### config.mk
export PLATFORM = sky130hd
export DESIGN_NAME = text_buffer_ctrl
export DESIGN_NICKNAME = d
export VERILOG_FILES = /design/src/rtl/text_pkg.sv /design/src/rtl/text_cmd_fifo.sv /design/src/rtl/text_buffer_ctrl.sv
export SDC_FILE = /design/constraint.sdc
export NUM_CORES = 1
export LEC_CHECK = 0
export ABC_AREA = 0
export CAP_MARGIN = 20
export CORE_UTILIZATION = 30
export CTS_CLUSTER_DIAMETER = 100
export DETAILED_ROUTE_END_ITERATION = 10
export GPL_TIMING_DRIVEN = 0
export MAX_ROUTING_LAYER = met4
export PLACE_DENSITY_LB_ADDON = 0.3
export REMOVE_ABC_BUFFERS = 1
export SLEW_MARGIN = 10
export SYNTH_ARGS = -nofsm -noshare
export SYNTH_HDL_FRONTEND = slang
export SYNTH_HIERARCHICAL = 1
export SYNTH_SLANG_ARGS = --single-unit
### constraint.sdc
create_clock -name clk -period 6.2 [get_ports clk]
set_input_delay 0.62 -clock clk [delete_from_list [all_inputs] [get_ports clk]]
set_output_delay 0.62 -clock clk [all_outputs]
set_load 0.05 [all_outputs]
### src/rtl/text_pkg.sv
// Shared constants and types for the VGA text line buffer controller.
package text_pkg;

    localparam logic [7:0] CHAR_SPACE = 8'h20;
    localparam logic [7:0] CHAR_CR    = 8'h0D;
    localparam logic [7:0] CHAR_FF    = 8'h0C;

    // Ascending range so that element 0 is the leftmost character of the string.
    localparam logic [0:15][7:0] DEFAULT_TEXT = "Driving IT 2025 ";

    typedef enum logic [1:0] {
        IDLE,
        COMMIT,
        CLEAR
    } state_t;

endpackage

### src/rtl/text_cmd_fifo.sv
// Small synchronous FIFO that queues host characters until they can be committed.
module text_cmd_fifo #(
    parameter  int DEPTH = 4,
    parameter  int WIDTH = 8,
    localparam int AW    = $clog2(DEPTH),
    localparam int CW    = AW + 1
) (
    input  logic             clk,
    input  logic             rst_n,
    input  logic             push,
    input  logic [WIDTH-1:0] din,
    input  logic             pop,
    output logic [WIDTH-1:0] dout,
    output logic             full,
    output logic             empty,
    output logic [CW-1:0]    count
);

    logic [WIDTH-1:0] mem [DEPTH];
    logic [AW-1:0]    wr_ptr;
    logic [AW-1:0]    rd_ptr;
    logic             do_push;
    logic             do_pop;

    assign full    = (count == CW'(DEPTH));
    assign empty   = (count == '0);
    assign do_push = push && !full;
    assign do_pop  = pop && !empty;
    assign dout    = mem[rd_ptr];

    always_ff @(posedge clk or negedge rst_n) begin
        if (!rst_n) begin
            wr_ptr <= '0;
            rd_ptr <= '0;
            count  <= '0;
        end else begin
            if (do_push) wr_ptr <= wr_ptr + 1'b1;
            if (do_pop)  rd_ptr <= rd_ptr + 1'b1;
            count <= count + CW'(do_push) - CW'(do_pop);
        end
    end

    // Storage carries no reset; entries are only ever read after being written.
    always_ff @(posedge clk) begin
        if (do_push) mem[wr_ptr] <= din;
    end

endmodule

### src/rtl/text_buffer_ctrl.sv
// Character line buffer for the VGA text renderer: queued host writes land only
// during vblank, a marquee offset advances per frame, and lookups take one cycle.
module text_buffer_ctrl
    import text_pkg::*;
#(
    parameter int TEXT_LENGTH = 16,
    parameter int IDX_W       = 4,
    parameter int FIFO_DEPTH  = 4,
    parameter int SCROLL_DIV  = 4
) (
    input  logic             clk,
    input  logic             rst_n,
    input  logic             wr_valid,
    input  logic [7:0]       wr_data,
    output logic             wr_ready,
    input  logic             vblank,
    input  logic             frame_start,
    input  logic             scroll_en,
    input  logic [IDX_W-1:0] rd_index,
    output logic [7:0]       rd_char,
    output logic [IDX_W-1:0] scroll_offset,
    output logic [IDX_W-1:0] cursor,
    output logic             busy
);

    localparam int CNT_W = $clog2(FIFO_DEPTH) + 1;

    state_t                          state;
    state_t                          state_next;
    logic [0:TEXT_LENGTH-1][7:0]     buffer;
    logic [IDX_W-1:0]                clear_cnt;
    logic [IDX_W-1:0]                cursor_next;
    logic [IDX_W-1:0]                rd_addr;
    logic [IDX_W-1:0]                buf_waddr;
    logic [7:0]                      buf_wdata;
    logic                            buf_we;
    logic [7:0]                      frame_cnt;
    logic                            push;
    logic                            pop;
    logic [7:0]                      fifo_dout;
    logic                            fifo_full;
    logic                            fifo_empty;
    logic [CNT_W-1:0]                fifo_count;

    assign wr_ready = !fifo_full;
    assign push     = wr_valid && wr_ready;
    assign rd_addr  = rd_index + scroll_offset;

    text_cmd_fifo #(
        .DEPTH (FIFO_DEPTH),
        .WIDTH (8)
    ) u_fifo (
        .clk   (clk),
        .rst_n (rst_n),
        .push  (push),
        .din   (wr_data),
        .pop   (pop),
        .dout  (fifo_dout),
        .full  (fifo_full),
        .empty (fifo_empty),
        .count (fifo_count)
    );

    always_ff @(posedge clk or negedge rst_n) begin
        if (!rst_n) state <= IDLE;
        else        state <= state_next;
    end

    // COMMIT leaves as soon as the pop it performs drains the queue, so busy drops promptly.
    always_comb begin
        state_next = state;
        case (state)
            IDLE: begin
                if (vblank && !fifo_empty) state_next = COMMIT;
            end
            COMMIT: begin
                if (!vblank || fifo_empty)                       state_next = IDLE;
                else if (fifo_dout == CHAR_FF)                   state_next = CLEAR;
                else if (fifo_count == CNT_W'(1) && !push)       state_next = IDLE;
            end
            CLEAR: begin
                if (clear_cnt == IDX_W'(TEXT_LENGTH - 1)) state_next = IDLE;
            end
            default: state_next = IDLE;
        endcase
    end

    always_comb begin
        busy        = (state != IDLE);
        pop         = 1'b0;
        buf_we      = 1'b0;
        buf_waddr   = '0;
        buf_wdata   = CHAR_SPACE;
        cursor_next = cursor;
        case (state)
            COMMIT: begin
                if (vblank && !fifo_empty) begin
                    pop = 1'b1;
                    if (fifo_dout == CHAR_CR) begin
                        cursor_next = '0;
                    end else if (fifo_dout != CHAR_FF) begin
                        buf_we      = 1'b1;
                        buf_waddr   = cursor;
                        buf_wdata   = fifo_dout;
                        cursor_next = cursor + 1'b1;
                    end
                end
            end
            CLEAR: begin
                buf_we    = 1'b1;
                buf_waddr = clear_cnt;
                if (clear_cnt == IDX_W'(TEXT_LENGTH - 1)) cursor_next = '0;
            end
            default: ;
        endcase
    end

    always_ff @(posedge clk or negedge rst_n) begin
        if (!rst_n) begin
            buffer    <= DEFAULT_TEXT;
            cursor    <= '0;
            clear_cnt <= '0;
            rd_char   <= CHAR_SPACE;
        end else begin
            if (buf_we) buffer[buf_waddr] <= buf_wdata;
            cursor    <= cursor_next;
            clear_cnt <= (state == CLEAR) ? clear_cnt + 1'b1 : '0;
            rd_char   <= buffer[rd_addr];
        end
    end

    // The frame counter ticks 0..SCROLL_DIV-1; the wrap is what advances the marquee.
    always_ff @(posedge clk or negedge rst_n) begin
        if (!rst_n) begin
            frame_cnt     <= '0;
            scroll_offset <= '0;
        end else if (frame_start && scroll_en) begin
            if (frame_cnt == 8'(SCROLL_DIV - 1)) begin
                frame_cnt     <= '0;
                scroll_offset <= scroll_offset + 1'b1;
            end else begin
                frame_cnt <= frame_cnt + 1'b1;
            end
        end
    end

endmodule

==> impl_metrics.csv, run 1 <==
group,metric,value,unit
run_status,outcome,"finished clean",
setup_path,end_kind,"register",
floorplanning,die_area,32200,sq um
route,ant_nets,0,
timing,fin_ws,2210,ps
yosys,synth.distinct_cells,59,
yosys,synth.ff_latch_count,197,
setup_path,slowest_delay,790,ps
route,wl,20000,um
layout,finalNetCount,671,
timing,report.final.slew_viol_count,0,
yosys,synthTopCellsByCount,"dfrtp_1, mux2_2, dfstp_2, mux4_2, edfxtp_1",
timing,slew_headroom,0.276,
yosys,synth_warnings,6,
timing,fin_skew,12.2,ps
route,wl_met3,777,um
pwr,p_leak,4.44,nW
route,vias,5162,
setup_path,cpMaxStageDelayCell,"a22oi_2",
timing,worst_hold_slack,143,ps
yosys,async_reset_ff_frac,0.838,
place,io_buffers,35,
cts,insertion_delay,440,ps
layout,n_antenna_cell,0,
pwr,power,3.95,mW
floorplanning,start_util,0.307,
cts,cts_tree,"done",
yosys,ys.flop_type,"dfrtp_1",
flow_run,cap_violations,0,
place,pre_cts_slack,2130,ps
global_routing,grt_pass1_vias,5682,
cts,clock_path_buffers,2,
pwr,power_density,366,nW/um^2
timing,max_freq,250,MHz
layout,n_fill_cell,2950,
route,wl_met2,9690,um
floorplanning,io_pins,36,
yosys,synth_cells,605,
route,drt-initial-drc-count,311,
timing,hold_viol,0,
cts,htree_levels,4,
setup_path,critPathTopFamily,"simple AND/OR/NAND/NOR gates",
route,wire_per_inst,19.1,um
cts,cts_sinks,197,
timing,rsz0062_at_grt,"false",
yosys,synthTopCellsByArea,"dfrtp_1, dfstp_2, mux2_2",
route,avgViaCountPerCell,4.94,
setup_path,crit_required,6520,ps
yosys,postSynthAreaPerCell,15.6,sq um
route,post-route-drc-count,0,
global_routing,grt_overflow_total,0,
yosys,syn_area,9440,sq um
setup_path,r2r_slack,2210,ps
pwr,ir_worst_vdd,239,uV
setup_path,cp.arrival,4310,ps
layout,regArea,5150,sq um
global_routing,grt_use_total,0.138,
setup_path,reg2regPathDepth,6,
setup_path,worstSetupPathDepth,6,
floorplanning,fp-row-count,64,
floorplanning,fp.dieW,179,um
timing,post-route-period-util,0.644,
yosys,ys_seq_area_frac,0.546,
cts,cts_hold_buf,0,
setup_path,worst-setup-path-type,"reg2reg",
timing,worst_pin_slew,1090,ps
setup_path,crit_path_start,"u_fifo/rd_ptr[0]$_DFFE_PN0P_",
yosys,synth-edff-count,32,
floorplanning,die_h,179,um
cts,cts-buffers-inserted,17,
setup_path,rr_startpoint,"u_fifo/rd_ptr[0]$_DFFE_PN0P_",
setup_path,crit_end,"buffer[23]$_DFFE_PN0P_",
setup_path,critPathBufInv,0,
yosys,synth_top_cell_area_share,0.302,
global_routing,grt_max_degree,93,
worst_hold_path,hp-class,"in2async",
cts,cts-resized-gates,0,
place,gp_congestion,0.776,
cts,clk_pin_slew,80,ps
setup_path,worstReg2RegEnd,"buffer[23]$_DFFE_PN0P_",
layout,layout-drive-gt1-share,0.440,
place,hpwlAfterDp,13300,um
global_routing,grt_antenna_before_repair,0,
setup_path,crit_fanout,12,
layout,multiInputGateArea,4090,sq um
layout,area_growth,14.5,%
place,placed_area,10200,sq um
floorplanning,coreArea,30700,sq um
global_routing,grt_first_pass_wirelength,32500,um
setup_path,cp_cell_sequence,"mux4_2 -> nor4_2 -> a21oi_2 -> a22oi_2 -> or4_1 -> mux2_4",
timing,setup-violations-final,0,
layout,fin_area,10800,sq um
timing,fin_crit,3990,ps
yosys,yosys.area.top_type,"dfrtp_1",
cts,cts-root-buf,"clkbuf_16",
setup_path,start_kind,"register",
cts,postCtsSetupRepairBufs,0,
route,wl_met1,9230,um
route,firstDrtPassIters,6,
route,route.top_layer_used,"met4",
## worst min path at each step
stage	startpoint	to	slack, ps	cells past startpoint
2_1_floorplan	rst_n	buffer[0]$_DFFE_PN0P_	320	0
3_3_place_gp	frame_cnt[7]$_DFFE_PN0P_	frame_cnt[7]$_DFFE_PN0P_	460	1
3_5_place_dp	frame_cnt[7]$_DFFE_PN0P_	frame_cnt[7]$_DFFE_PN0P_	460	1
4_1_cts	rst_n	buffer[9]$_DFFE_PN0P_	170	1
5_1_grt	rst_n	buffer[9]$_DFFE_PN0P_	170	1
6_report	rst_n	buffer[11]$_DFFE_PN0P_	140	1
## report_power, final
part	total (mW)	switching [mW]	leakage (nW)	internal (mW)
Clock	1.07	0.534	0.274	0.533
Sequential	1.80	0.194	2.35	1.61
Combinational	1.09	0.607	1.82	0.478
## cells by family (layout without fill, tap and decap cells)
logic type	Yosys count	count (layout)	share of synthesized area
and+or+nand+nor	93	93	0.0788
adders and majority gates	18	18	0.0255
muxes	178	178	0.265
AOI/OAI and AO/OA	55	55	0.0442
DFF	197	197	0.546
xor gates and xnor gates	18	18	0.0167
buffers and inverters	46	89	0.0232
## state kept, by name, summed over array words and instances, names as in the netlist
register	cells
frame_cnt	8
cursor	4
scroll_offset	4
buffer	128
rd_char	8
u_fifo/wr_ptr	2
u_fifo/mem	32
u_fifo/count	3
clear_cnt	4
state	2
u_fifo/rd_ptr	2
## routing by layer
metal,vias up,GRT usage
met3,21,0.0262
met5,-,-
met1,2722,0.183
met2,95,0.215
met4,0,0.0431
li1,2324,-
## layout by cell type (no fill, tap or decap), types with 5 or more instances in the layout
cell type	synthesis	routed
xor2_1	5	5
mux2_4	16	16
inv_8	0	5
inv_1	18	18
nor4_4	11	11
mux4_2	40	40
a22o_1	5	5
and3b_1	5	5
dfrtp_1	114	114
a211oi_1	8	8
ha_1	16	15
clkbuf_16	0	17
nand2_1	14	14
edfxtp_1	32	32
nand3_1	5	5
xnor2_1	13	11
clkdlybuf4s50_1	0	34
nand2b_1	8	8
a21oi_1	11	11
and2_0	7	7
nor2b_1	10	10
mux2i_1	8	8
nor2_1	9	9
dfstp_2	51	51
o21ai_0	11	11
mux2_2	114	114
## metrics by stage
stage	TNS (ps)	util	instances
after floorplan	0	-	578
after global placement	-187940	0.330	1009
after detailed placement	0	0.333	1012
after CTS	0	0.351	1044
after global routing	0	0.351	1044
final	0	0.351	1044
## final cells by class
type	count	area share
Clock buffer	17	0.0394
Sequential cell	197	0.477
Inverter	19	0.00660
Timing Repair Buffer	38	0.0390
Multi-Input combinational cell	362	0.379
Clock inverter	15	0.0130
Tap cell	396	0.0459
(Power assumes the default switching activity.)
==> run 2: changes to the inputs <==
- clock period: 6.2 -> 3.2 ns (I/O delays scaled with it)
==> impl_metrics.csv, run 2 (synthesis results as in run 1) <==
group,metric,value,unit
floorplanning,die_h,179,um
layout,layout-drive-gt1-share,0.479,
global_routing,grt_overflow_total,0,
floorplanning,fp-row-count,64,
global_routing,grt_first_pass_wirelength,33000,um
route,wl,20400,um
timing,fin_skew,17.7,ps
pwr,pwr-share-comb,0.301,
pwr,ir_worst_vdd,465,uV
setup_path,critPathTopFamily,"simple AND/OR/NAND/NOR gates",
route,avgViaCountPerCell,4.88,
cts,cts-buffers-inserted,17,
cts,cts_tree,"done",
route,vias,5285,
layout,layout_commonest_cell,"dfrtp_1",
timing,slew_headroom,0.253,
route,drt-initial-drc-count,299,
global_routing,grt_use_total,0.140,
setup_path,reg2regPathDepth,6,
place,io_buffers,35,
layout,final_cell_mix,"dfrtp_1, mux2_2, dfstp_2",
timing,worst_hold_slack,417,ps
place,hpwlAfterDp,13300,um
floorplanning,io_pins,36,
pwr,clock_power_share,0.260,
setup_path,crit_fanout,8,
timing,fin_crit,3190,ps
layout,largestRegisters,"buffer x128, u_fifo/mem x32",
setup_path,cp.arrival,3510,ps
global_routing,grt_antenna_before_repair,0,
route,firstDrtPassIters,6,
pwr,power_density,702,nW/um^2
route,post-route-drc-count,0,
pwr,power.switching,2.68,mW
cts,cts-root-buf,"clkbuf_16",
timing,max_freq,313,MHz
setup_path,end_kind,"register",
cts,htree_levels,4,
cts,cts_sinks,197,
timing,worst_pin_slew,1120,ps
pwr,p_int,5.27,mW
layout,final_cells,1083,
setup_path,worstReg2RegEnd,"buffer[23]$_DFFE_PN0P_",
setup_path,r2r_slack,7,ps
layout,finalNetCount,710,
layout,largest_reg_flops,128,
layout,area_growth,20.0,%
cts,insertion_delay,450,ps
place,placed_area,10200,sq um
setup_path,crit_required,3520,ps
run_status,outcome,"finished clean",
flow_run,cap_violations,0,
timing,report.final.slew_viol_count,0,
pwr,swShare,0.337,
pwr,p_leak,4.69,nW
layout,fin_util,0.368,
setup_path,critPathBufInv,0,
setup_path,cp_cell_sequence,"mux4_2 -> nor4_4 -> a21oi_4 -> a221o_2 -> or4_4 -> mux2_4",
layout,top_register,"buffer",
timing,rsz0062_at_grt,"true",
global_routing,grt_pass1_vias,5796,
route,ant_nets,0,
timing,hold_viol,0,
place,gp_congestion,0.776,
layout,n_fill_cell,2897,
floorplanning,fp.dieW,179,um
global_routing,grt_max_degree,93,
setup_path,cpMaxStageDelayCell,"or4_4",
layout,fin_area,11300,sq um
pwr,seqPwrFrac,0.439,
floorplanning,start_util,0.307,
setup_path,worst-setup-path-type,"reg2reg",
timing,setup-violations-final,0,
floorplanning,coreArea,30700,sq um
floorplanning,die_area,32200,sq um
route,wire_per_inst,18.8,um
setup_path,slowest_delay,660,ps
cts,clock_path_buffers,2,
cts,clk_pin_slew,80,ps
worst_hold_path,hp-class,"in2async",
setup_path,start_kind,"register",
place,post-place-cells,1012,
timing,post-route-period-util,0.998,
setup_path,rr_startpoint,"u_fifo/rd_ptr[0]$_DFFE_PN0P_",
layout,n_antenna_cell,0,
setup_path,crit_path_start,"u_fifo/rd_ptr[0]$_DFFE_PN0P_",
==> run 2: changes by cell type in the layout (fill, tap and decap cells not counted), moves of 2 or more <==
cell / previous run / this run
buf_6: 1 / 6
nor3_2: 2 / 0
or4_4: 1 / 4
mux2_2: 114 / 110
mux2_4: 16 / 20
buf_4: 0 / 22
buf_12: 0 / 11
nor3_4: 0 / 2
or4_1: 3 / 0
==> run 2: worst max path at each step <==
stage,end,slack [ps],depth (start not counted)
2_1_floorplan,buffer[16]$_DFFE_PN0P_,-210,6
3_3_place_gp,buffer[120]$_DFFE_PN0P_,-4360,1
3_5_place_dp,buffer[23]$_DFFE_PN0P_,-870,6
4_1_cts,buffer[58]$_DFFE_PN0P_,20,6
5_1_grt,buffer[18]$_DFFE_PN0P_,-70,7
6_report,buffer[23]$_DFFE_PN0P_,7,6
==> run 2: worst register-to-register path, stage by stage, from the launching register on <==
cell	delay (ps)
dfrtp_4	510
mux4_2	570
nor4_4	420
a21oi_4	160
a221o_2	400
or4_4	660
mux2_4	350
==> run 2: layout make-up <==
type	instances	area, sq um	share of cell area
multi-input combinational	362	4160	0.367
clock buffer	17	425	0.0376
tap	396	495	0.0438
clock inverter	15	140	0.0124
sequential	197	5160	0.455
timing repair buffer	77	873	0.0771
inverter	19	71.3	0.00630
==> run 2: timing repair <==
action,CTS,global route
setup buffers,27,11
resized for setup,12,11
hold buffers,1,0
hold endpoints to repair,51,0
endpoints found under the setup margin,129,102
gates cloned,0,0
pin swaps,20,6
==> run 2: power by group through the flow <==
| stage | registers, mW | clock network, mW | logic (mW) |
|---|---|---|---|
| floorplan | 3.55 | 0 | 1.41 |
| global placement | 3.49 | 0 | 2.03 |
| detailed placement | 3.55 | 0 | 2.12 |
| CTS | 3.50 | 2.13 | 2.30 |
| global route | 3.57 | 2.24 | 2.57 |
| finish | 3.49 | 2.07 | 2.39 |
==> run 2: stage by stage <==
stage                     total power, mW  setup TNS [ps]  setup slack [ps]
after global routing                 8.38            -546             -69.2
final                                7.95               0              6.92
after detailed placement             5.67          -84370              -873
after CTS                            7.92               0              15.6
after floorplan                      4.96           -4070              -214
after global placement               5.52         -704430             -4360
==> run 2: metal layers <==
| layer | share of wire | GRT usage | vias up | wire [um] |
|---|---|---|---|---|
| met5 | 0 | - | - | 0 |
| met4 | 0.013 | 0.0431 | 0 | 271 |
| met3 | 0.027 | 0.0268 | 20 | 545 |
| met2 | 0.49 | 0.219 | 72 | 9980 |
| met1 | 0.47 | 0.185 | 2792 | 9620 |
| li1 | - | - | 2401 | - |
==> run 3: changes to the inputs <==
- CORE_ASPECT_RATIO: unset -> 0.8
- HOLD_SLACK_MARGIN: unset -> 0.08
- clock period: 3.2 -> 3.4 ns (I/O delays scaled with it)
==> impl_metrics.csv, run 3 (synthesis results as in run 1) <==
group,metric,value,unit
timing,tns,0,ps
floorplanning,die_h,161,um
worst_hold_path,hp-class,"reg2reg",
cts,clock_path_buffers,2,
layout,area_growth,18.9,%
floorplanning,coreArea,30700,sq um
timing,max_freq,302,MHz
timing,rsz0062_at_grt,"false",
place,hpwlAfterDp,13500,um
route,wire_per_inst,18.9,um
route,vias,5285,
floorplanning,start_util,0.308,
route,drt-initial-drc-count,263,
timing,setup-violations-final,0,
global_routing,grt_overflow_total,0,
cts,cts-buffers-inserted,17,
cts,cts_sinks,197,
setup_path,crit_fanout,11,
timing,slew_headroom,0.333,
global_routing,grt_antenna_before_repair,0,
floorplanning,io_pins,36,
floorplanning,fp.dieW,200,um
layout,layout-drive-gt1-share,0.465,
layout,finalNetCount,696,
floorplanning,fp-row-count,57,
layout,layout_commonest_cell,"mux2_2",
layout,top_register,"buffer",
pwr,ir_worst_vdd,256,uV
layout,n_fill_cell,2858,
layout,largestRegisters,"buffer x128, u_fifo/mem x32",
place,io_buffers,35,
setup_path,start_kind,"register",
setup_path,worst-setup-path-type,"reg2reg",
route,firstDrtPassIters,4,
timing,hold_viol,0,
route,avgViaCountPerCell,4.87,
cts,cts-root-buf,"clkbuf_16",
flow_run,cap_violations,0,
route,wl,20600,um
global_routing,grt_pass1_vias,5939,
cts,clk_pin_slew,70,ps
place,post-place-cells,1031,
pwr,p_leak,4.61,nW
setup_path,cp.arrival,3630,ps
timing,report.final.slew_viol_count,0,
floorplanning,die_area,32200,sq um
timing,fin_crit,3310,ps
route,post-route-drc-count,0,
cts,htree_levels,4,
layout,final_cells,1086,
global_routing,grt_use_total,0.141,
layout,final_cell_mix,"mux2_2, dfrtp_1, dfstp_2",
layout,largest_reg_flops,128,
run_status,outcome,"finished clean",
place,gp_congestion,0.762,
setup_path,end_kind,"register",
setup_path,crit_required,3720,ps
global_routing,grt_max_degree,87,
timing,post-route-period-util,0.972,
pwr,power_density,658,nW/um^2
route,ant_nets,0,
cts,cts_tree,"done",
layout,n_antenna_cell,0,
timing,fin_skew,14.4,ps
global_routing,grt_first_pass_wirelength,33700,um
timing,worst_pin_slew,1000,ps
cts,insertion_delay,440,ps
run 3: cell count changes in the layout (fill, tap and decap cells not counted), moves of 2 or more:
cell      before  now
buf_4         22    9
inv_6          2    6
mux2_2       110  114
mux2_4        20   16
inv_8          5    2
clkinv_4       3    1
run 3: what timing repair did:
action | in CTS | in global routing
setup endpoints to repair | 128 | 115
setup buffers | 16 | 5
pin swaps | 10 | 4
hold buffers | 1 | 0
hold endpoints to repair | 52 | 0
gates cloned | 0 | 0
resized for setup | 7 | 5
run 3: routing by layer:
layer / GRT usage / part of all wire
met1: 0.177 / 0.46
met2: 0.227 / 0.49
met3: 0.0288 / 0.031
met4: 0.0503 / 0.017
met5: - / 0
run 3: area by class of cell:
| cell class | count | area, sq um | share of cell area |
|---|---|---|---|
| Multi-Input combinational cell | 362 | 4150 | 0.369 |
| Clock inverter | 14 | 138 | 0.0123 |
| Tap cell | 413 | 517 | 0.0461 |
| Inverter | 19 | 71.3 | 0.00636 |
| Sequential cell | 197 | 5150 | 0.459 |
| Timing Repair Buffer | 63 | 764 | 0.0681 |
| Clock buffer | 18 | 429 | 0.0383 |
run 3: worst paths after layout:
path / startpoint / to / slack [ps] / depth (start not counted)
min in group asynchronous: rst_n / buffer[43]$_DFFE_PN0P_ / 480 / 2
worst max register to register: u_fifo/rd_ptr[0]$_DFFE_PN0P_ / buffer[19]$_DFFE_PN0P_ / 90 / 8
worst min-delay path: frame_cnt[7]$_DFFE_PN0P_ / frame_cnt[7]$_DFFE_PN0P_ / 470 / 1
max in group asynchronous: rst_n / buffer[117]$_DFFE_PN1P_ / 2040 / 3
worst max-delay path: u_fifo/rd_ptr[0]$_DFFE_PN0P_ / buffer[19]$_DFFE_PN0P_ / 90 / 8
worst min register to register: frame_cnt[7]$_DFFE_PN0P_ / frame_cnt[7]$_DFFE_PN0P_ / 470 / 1
run 3: where the power goes:
group / switching [mW] / internal [mW] / total (mW)
sequential: 0.342 / 2.94 / 3.28
combinational: 1.17 / 0.961 / 2.13
clock: 0.944 / 1.03 / 1.98
total: 2.46 / 4.93 / 7.38
run 3: stage by stage:
stage	util	power (mW)	instance area, sq um	setup WS, ps	hold slack [ps]
after floorplan	-	4.67	9290	-14.4	44.4
after global placement	0.331	5.19	10200	-4160	456
after detailed placement	0.335	5.33	10300	-592	376
after CTS	0.362	7.42	11100	15.8	473
after global routing	0.366	7.80	11200	3.86	495
final	0.366	7.38	11200	93.6	470
run 3: worst max-delay path, stage by stage, from the launching register on:
cell and delay, ps:
dfrtp_2 500, buf_12 150, mux4_2 550, and3b_1 270, a21oi_4 330, buf_4 190, a21boi_4 130, or4_4 720
mux2_4 340
